File: src/rtl/adc_spi_responder.sv
// SPI mode-0 slave standing in for the ADC: serves a latched multi-channel sample set on MISO
// and captures master command words on MOSI. All SPI pins are oversampled on clk.
module adc_spi_responder #(
  parameter int DATA_W      = 16,
  parameter int NUM_CH      = 8,
  parameter int SYNC_STAGES = 2
) (
  input  logic                     clk,
  input  logic                     reset,
  input  logic                     sample_valid,
  input  logic [NUM_CH*DATA_W-1:0] sample_data,
  input  logic                     spi_sclk,
  input  logic                     spi_ss_n,
  input  logic                     spi_mosi,
  output logic                     spi_miso,
  output logic                     spi_miso_oe,
  output logic [DATA_W-1:0]        rx_word,
  output logic                     rx_valid,
  output logic                     frame_done,
  output logic                     busy,
  output logic                     overrun
);

  localparam int BIT_W = $clog2(DATA_W);
  localparam int CH_W  = (NUM_CH > 1) ? $clog2(NUM_CH) : 1;
  localparam logic [BIT_W-1:0] LAST_BIT = BIT_W'(DATA_W - 1);
  localparam logic [CH_W-1:0]  LAST_CH  = CH_W'(NUM_CH - 1);

  typedef enum logic {IDLE, SHIFT} state_t;

  // Synchronizers, plus one extra registered copy of each synced level for edge detection.
  logic [SYNC_STAGES-1:0] sclk_sync_q, ss_sync_q, mosi_sync_q;
  logic                   sclk_prev_q, ss_prev_q;

  always_ff @(posedge clk) begin
    if (reset) begin
      sclk_sync_q <= '0;
      ss_sync_q   <= '1;
      mosi_sync_q <= '0;
      sclk_prev_q <= 1'b0;
      ss_prev_q   <= 1'b1;
    end else begin
      sclk_sync_q <= {sclk_sync_q[SYNC_STAGES-2:0], spi_sclk};
      ss_sync_q   <= {ss_sync_q[SYNC_STAGES-2:0], spi_ss_n};
      mosi_sync_q <= {mosi_sync_q[SYNC_STAGES-2:0], spi_mosi};
      sclk_prev_q <= sclk_sync_q[SYNC_STAGES-1];
      ss_prev_q   <= ss_sync_q[SYNC_STAGES-1];
    end
  end

  logic sclk_s, ss_s, mosi_s;
  logic sclk_rise, sclk_fall, ss_fall, ss_rise;

  assign sclk_s    = sclk_sync_q[SYNC_STAGES-1];
  assign ss_s      = ss_sync_q[SYNC_STAGES-1];
  assign mosi_s    = mosi_sync_q[SYNC_STAGES-1];
  assign sclk_rise = sclk_s & ~sclk_prev_q;
  assign sclk_fall = ~sclk_s & sclk_prev_q;
  assign ss_fall   = ~ss_s & ss_prev_q;
  assign ss_rise   = ss_s & ~ss_prev_q;

  state_t                   state_q;
  logic [NUM_CH*DATA_W-1:0] buf_q, pend_q;
  logic                     pend_flag_q;
  logic [DATA_W-1:0]        tx_q;
  logic [DATA_W-2:0]        rx_shift_q;
  logic [BIT_W-1:0]         bit_cnt_q;
  logic [CH_W-1:0]          ch_cnt_q;
  logic [DATA_W-1:0]        rx_word_q;
  logic                     rx_valid_q, frame_done_q, oe_q, overrun_q;

  logic [DATA_W-1:0] cur_word;
  assign cur_word = buf_q[int'(ch_cnt_q)*DATA_W +: DATA_W];

  always_ff @(posedge clk) begin
    if (reset) begin
      state_q      <= IDLE;
      buf_q        <= '0;
      pend_q       <= '0;
      pend_flag_q  <= 1'b0;
      tx_q         <= '0;
      rx_shift_q   <= '0;
      bit_cnt_q    <= '0;
      ch_cnt_q     <= '0;
      rx_word_q    <= '0;
      rx_valid_q   <= 1'b0;
      frame_done_q <= 1'b0;
      oe_q         <= 1'b0;
      overrun_q    <= 1'b0;
    end else begin
      rx_valid_q   <= 1'b0;
      frame_done_q <= 1'b0;

      // The served buffer only changes outside a frame; mid-frame samples park in pending.
      if (sample_valid) begin
        if (state_q == IDLE && !ss_fall) begin
          buf_q <= sample_data;
        end else if (state_q == SHIFT && ss_rise) begin
          buf_q       <= sample_data;
          pend_flag_q <= 1'b0;
          if (pend_flag_q) overrun_q <= 1'b1;
        end else begin
          pend_q      <= sample_data;
          pend_flag_q <= 1'b1;
          if (pend_flag_q) overrun_q <= 1'b1;
        end
      end else if (state_q == SHIFT && ss_rise && pend_flag_q) begin
        buf_q       <= pend_q;
        pend_flag_q <= 1'b0;
      end

      case (state_q)
        IDLE: begin
          if (ss_fall) begin
            state_q   <= SHIFT;
            tx_q      <= buf_q[DATA_W-1:0];
            oe_q      <= 1'b1;
            bit_cnt_q <= '0;
            ch_cnt_q  <= '0;
          end
        end
        SHIFT: begin
          // Deselect wins over any SCLK edge seen in the same cycle.
          if (ss_rise) begin
            state_q      <= IDLE;
            frame_done_q <= 1'b1;
            oe_q         <= 1'b0;
            tx_q         <= '0;
            bit_cnt_q    <= '0;
            ch_cnt_q     <= '0;
          end else if (sclk_rise) begin
            rx_shift_q <= {rx_shift_q[DATA_W-3:0], mosi_s};
            if (bit_cnt_q == LAST_BIT) begin
              rx_word_q  <= {rx_shift_q, mosi_s};
              rx_valid_q <= 1'b1;
              bit_cnt_q  <= '0;
              ch_cnt_q   <= (ch_cnt_q == LAST_CH) ? '0 : ch_cnt_q + CH_W'(1);
            end else begin
              bit_cnt_q <= bit_cnt_q + BIT_W'(1);
            end
          end else if (sclk_fall) begin
            if (bit_cnt_q != '0) tx_q <= {tx_q[DATA_W-2:0], 1'b0};
            else                 tx_q <= cur_word;
          end
        end
        default: state_q <= IDLE;
      endcase
    end
  end

  assign spi_miso    = tx_q[DATA_W-1];
  assign spi_miso_oe = oe_q;
  assign rx_word     = rx_word_q;
  assign rx_valid    = rx_valid_q;
  assign frame_done  = frame_done_q;
  assign busy        = (state_q == SHIFT);
  assign overrun     = overrun_q;

endmodule

File: config.mk
export PLATFORM = sky130hd
export DESIGN_NAME = adc_spi_responder
export DESIGN_NICKNAME = d
export VERILOG_FILES = /design/src/rtl/adc_spi_responder.sv
export SDC_FILE = /design/constraint.sdc
export NUM_CORES = 1
export LEC_CHECK = 0
export CORE_MARGIN = 2
export CORE_UTILIZATION = 46
export CTS_CLUSTER_DIAMETER = 80
export CTS_CLUSTER_SIZE = 25
export DETAILED_ROUTE_END_ITERATION = 8
export HOLD_SLACK_MARGIN = 0.02
export PLACE_DENSITY_LB_ADDON = 0.25
export SLEW_MARGIN = 20
export SYNTH_ARGS = -nofsm -noshare
export SYNTH_HDL_FRONTEND = slang
export SYNTH_SLANG_ARGS = --single-unit
File: constraint.sdc
create_clock -name clk -period 1.8 [get_ports clk]
set_clock_uncertainty 0.1 [all_clocks]
set_input_delay 0.45 -clock clk [delete_from_list [all_inputs] [get_ports clk]]
set_output_delay 0.45 -clock clk [all_outputs]
set_load 0.05 [all_outputs]
=== After elaboration in Yosys (flattened, before gate mapping) ===
Index checks and enable logic that the tools add are counted.

* Add/subtract/negate cells: 2
* Equal/unequal tests: 10
* Shifts and indexed selects: 1
* Mux-type cells: 33
* Bitwise operators: 13
* Reductions and logical operators: 18

{| class="wikitable"
|+ Operator list
! cell !! count
|-
| $mux W128 || 4
|-
| $shiftx A128 B8 Y16 || 1
|-
| $mux W16 || 5
|-
| $pmux W16 S2 || 1
|-
| $mux W4 || 4
|-
| $mux W3 || 5
|-
| $reduce_and A3 Y1 || 5
|-
| $mux W1 || 10
|-
| $ne A3 B3 Y1 const B || 3
|-
| $not A1 Y1 || 9
|-
| $pmux W4 S2 || 1
|-
| $reduce_and A2 Y1 || 4
|-
| $ne A2 B2 Y1 const B || 3
|-
| $pmux W3 S2 || 1
|-
| $add A4 B1 Y4 const B || 1
|-
| $and A1 B1 Y1 || 4
|-
| $eq A4 B4 Y1 const B || 1
|-
| $pmux W1 S2 || 2
|-
| $reduce_and A4 Y1 || 1
|-
| $reduce_bool A4 Y1 || 1
|-
| $reduce_or A4 Y1 || 1
|-
| $add A3 B1 Y3 const B || 1
|-
| $eq A3 B3 Y1 const B || 1
|-
| $logic_and A1 B1 Y1 || 3
|-
| other kinds (5) || 5
|}

* Flip-flop bits (word level): 324
* Input port bits: 134
* Output and inout port bits: 22
* Logic and storage cells: 95

=== Longest topological paths before layout ===
* Depth in word-level cells: 6
* Mapped depth: 8
* Depth with buffers taken out: 6

=== Worst setup path before layout ===
No wires, ideal clock.

* Path type: register to register
* Start: register state_q, in the netlist busy
* End: register rx_word_q[10], in the netlist rx_word[10]
* Data arrival time: 1,919 ps
* Data required time: 1,572 ps
* Setup slack: -347 ps
* Stages on the path, launching flop included: 7
* Cells stage by stage: dfxtp_1 > inv_1 > or4_1 > buf_4 > buf_6 > mux2i_1 > nor2_1

* Cells in the longest elaborated chain, start to end: 1

{| class="wikitable"
|+ Ends and longest elaborated chain
! what !! line !! RTL
|-
| from (decl) || 62 || <nowiki>state_t state_q;</nowiki>
|-
| from (signal assigned) || 77 || <nowiki>state_q <= IDLE;</nowiki>
|-
| from (signal assigned) || 115 || <nowiki>state_q <= SHIFT;</nowiki>
|-
| from (signal assigned) || 125 || <nowiki>state_q <= IDLE;</nowiki>
|-
| $reduce_and A4 Y1 (no line) || -- ||
|-
| to (signal assigned) || 134 || <nowiki>rx_word_q <= {rx_shift_q, mosi_s};</nowiki>
|-
| to (decl) || 69 || <nowiki>logic [DATA_W-1:0] rx_word_q;</nowiki>
|}

No other way between the ends.
A chain may end at the register's enable or synchronous reset.

=== Final worst setup path ===
* Start: register ss_prev_q
* End: register buf_q[119]

* Cells in the longest elaborated chain, start to end: 6
* Elaborated cells on any way between the ends: 12
* Classes of those cells: 1 x eq/ne; 2 x mux; 3 x bitwise; 6 x reduce/logical

{| class="wikitable"
|+ Ends and longest elaborated chain
! what !! line !! RTL
|-
| from (decl) || 33 || <nowiki>logic sclk_prev_q, ss_prev_q;</nowiki>
|-
| from (signal assigned) || 47 || <nowiki>ss_prev_q <= ss_sync_q[SYNC_STAGES-1];</nowiki>
|-
| $not A1 Y1 || 60 || <nowiki>assign ss_rise = ss_s & ~ss_prev_q;</nowiki>
|-
| $and A1 B1 Y1 || 60 ||
|-
| $logic_and A1 B1 Y1 || 98, 107 ||
|-
| $logic_and A1 B1 Y1 || 107 || <nowiki>end else if (state_q == SHIFT && ss_rise && pend_flag_q) begin</nowiki>
|-
| $reduce_bool A2 Y1 (no line) || -- ||
|-
| $reduce_and A2 Y1 (no line) || -- ||
|-
| to (signal assigned) || 97 || <nowiki>buf_q <= sample_data;</nowiki>
|-
| to (signal assigned) || 99 || <nowiki>buf_q <= sample_data;</nowiki>
|-
| to (signal assigned) || 108 || <nowiki>buf_q <= pend_q;</nowiki>
|-
| to (decl) || 63 || <nowiki>logic [NUM_CH*DATA_W-1:0] buf_q, pend_q;</nowiki>
|}

Several ways; a longest one is shown, not always the timed one.

==> summary.txt <==
Worst setup path
  – Worst r2r src: ss_prev_q
  – CP Capture Type: flip-flop
  – CP Launch Type: flip-flop
  – Critical Path RT: between 2 and 2.5 ns
  – Crit-path max FO: 10
  – WP data arrival: 2.16 ns
  – Reg2reg end: buf_q[119]
  – Worst R2R Path Depth: 7
  – CP Class: reg2reg
  – R2r setup slk: -0.04 ns
  – Crit path launch: ss_prev_q

Detailed routing
  – Pre-antenna DRT Iters: 5
  – DR iter-0 viols: 837
  – DR DRC count: 0
  – Post-DR vias/cell: 5.93
  – Total length of routed wires: approximately 37,000 microns
  – DR vias: 10,818
  – DR WL/cell: 20.1 microns
  – Final ANT Viol Nets: 0

STA
  – Post-route setup TNS: -0.248 ns
  – Crit share post-route: 1.02
  – Max-slew headroom: 0.471
  – Final setup margin: -0.0436 ns
  – Fmax: 542 MHz
  – Final hold vios: 0
  – Unrepaired setup endpoints after global routing: yes
  – Slew at the pin closest to its max-slew limit: 0.793 ns
  – Pins Over Slew Limit: 0
  – Tmin final: 1.84 ns
  – Final count of negative-setup-slack endpoints: 16

Worst hold path
  – Hold Crit Class: in2reg
  – Worst hold start: reset
  – Hold endpoint: mosi_sync_q[0]
  – Worst Hold Path Cells: 2

Global route
  – All-Layer GR Usage: 0.216
  – Vias in the first global route: 9,710
  – Largest net degree at the start of global routing: 69
  – Antenna violations before repair: 0
  – GRT overflow: 0
  – First-pass GRT wire length: 53,300 microns

Logic synthesis
  – Post-synth EDFFs: 0
  – Syn_area_per_cell: 10.4 sq um
  – Synthesized area: 13,300 sq um
  – Post-synth top cells: 324 x dfxtp_1, 210 x mux2i_1, 158 x nor2_1
  – Syn nets: about 1,400
  – Area contributors post-synth: dfxtp_1 49%, mux2i_1 16%, a32o_1 9.3%
  – Seq cells post-synth: 324
  – Netlist cell types: 40
  – Most used flip-flop cell after synthesis: dfxtp_1
  – Count leader, synth: dfxtp_1
  – Post-synth top area share: 0.490
  – Seq/Total Area, Yosys: 0.490
  – Synth area leader: dfxtp_1
  – Fraction of registers with async set/reset: 0
  – Post-Synthesis Cells: 1,278
  – YS warnings: 0

Final layout
  – Nets: 1,577
  – Non-filler cells in the finished layout: 1,825
  – Fillers: 2,267
  – Antenna Cells: 0
  – Final Util: 0.623
  – Area Growth Syn to Fin: 34.2%
  – Share of layout cells above drive strength 1: 0.252
  – Footprint of the multi-input gates: 7100 sq um
  – Sequential cell area: 6500 sq um

Clock network
  – # hold bufs at CTS: 0
  – Skew-Pair Late Insertion Delay: roughly 0.51 ns
  – Clock buffer depth: 3
  – CTS sink count: 324
  – CTS tree: done
  – CTS Buf Count: 17
  – Root Driver: clkbuf_16
  – H-tree Lvls: 1
  – CTS clk-pin slew, worst paths: 0.10 ns

Placement
  – Placed Cells: roughly 1,800
  – Input/output buffers: 155
  – Hpwl dp: between 20,000 and 25,000 microns
  – GP Congestion: 0.892

Die
  – Die Wd: ~170 microns
  – I/O Pins: 156
  – # rows: 62
  – Area of the die: 30,200 sq um
  – Placeable Area: 28,500 sq um
  – Starting Density: 0.464
  – Die Span Y: 174 microns

Run
  – Max-Cap Viols: 0

Outcome
  – Failing checks: negative setup slack
  – Outcome: finished, violations left

Power
  – Max rail drop VDD: 0.619 mV
  – Pleak: 6.66 nW
  – Power Density: 825 nW/um^2
## where the power goes
part	leakage (nW)	internal [W]	switching, W
Clock	0.234	0.00189	0.00238
Combinational	3.78	0.00125	0.00123
Sequential	2.65	0.00756	0.000343
## registers in the layout, summed over array words and instances (netlist names)
signal,count
sclk_prev_q,1
ss_sync_q,2
ss_prev_q,1
frame_done,1
rx_word,16
buf_q,128
ch_cnt_q,3
busy,1
bit_cnt_q,4
sclk_sync_q,2
rx_shift_q,15
pend_q,128
overrun,1
spi_miso_oe,1
rx_valid,1
mosi_sync_q,2
pend_flag_q,1
tx_q,16
## critical path, cell delays in order, from the launching register on
cell and delay, ns:
dfxtp_2 0.33, and2b_2 0.25, buf_6 0.12, a32o_4 0.29, buf_6 0.19, clkbuf_16 0.19
nor2_1 0.05, a211oi_1 0.23
## placed cells by master, fill, tap and decap left out, types with 12 or more instances in the layout
cell,n
clkbuf_16,29
a221oi_2,14
dfxtp_1,318
a22oi_1,29
nand2_1,35
o221ai_1,15
a211oi_2,65
nor2_1,77
a21oi_1,36
mux2i_1,197
buf_4,73
and3_1,16
a211oi_1,62
clkdlybuf4s50_1,131
nor2_2,57
nor2_4,25
buf_6,12
buf_12,33
a32o_1,122
## routing by layer
layer,global-route usage,share of wire,up-vias
li1,-,-,5162
met1,0.332,0.48,5261
met2,0.317,0.44,340
met3,0.0270,0.056,55
met4,0.0557,0.027,0
met5,0,0,-
## kinds of logic (layout without fill, tap and decap cells)
kind of cell | Yosys count | in the layout | share of synthesized area
compound gates | 361 | 361 | 0.223
xor+xnor | 2 | 2 | 0.00132
fa+ha+maj | 4 | 4 | 0.00378
buf+inv | 134 | 297 | 0.0425
flops | 324 | 324 | 0.490
mux | 213 | 213 | 0.163
simple gates | 240 | 240 | 0.0770
## cell type report
cell class,instances,share of cell area
multi-input cells,820,0.399
repair buffers,273,0.181
inverters,3,0.000633
clock buffers,17,0.0239
clock inverters,4,0.00324
well taps,384,0.0270
flip-flops and latches,324,0.365
## worst max-delay path by stage
stage                   to  depth (start not counted)
2_1_floorplan  rx_word[10]                          6
3_3_place_gp    buf_q[122]                          6
3_5_place_dp    buf_q[113]                          6
4_1_cts          buf_q[50]                          6
5_1_grt          buf_q[90]                          7
6_report        buf_q[119]                          7
## per-stage QoR
| step | total power [W] | hold slack (ns) | setup WS, ns | cell area (sq um) |
|---|---|---|---|---|
| floorplan | 0.00904 | 0.289 | 0.00731 | 13300 |
| global placement | 0.00991 | 0.312 | -0.0195 | 15800 |
| detailed placement | 0.00994 | 0.299 | -0.0754 | 15800 |
| CTS | 0.0142 | 0.107 | -0.0486 | 16500 |
| global route | 0.0152 | 0.113 | -0.0810 | 17800 |
| finish | 0.0147 | 0.123 | -0.0436 | 17800 |
## timing repair
item / CTS / global route
buffers inserted: 5 / 11
hold endpoints to repair: 0 / 0
pin swaps: 1 / 13
setup endpoints to repair: 177 / 150
gates cloned: 2 / 20
resized for setup: 32 / 201
No activity file was read; power rests on OpenSTA's default activity.
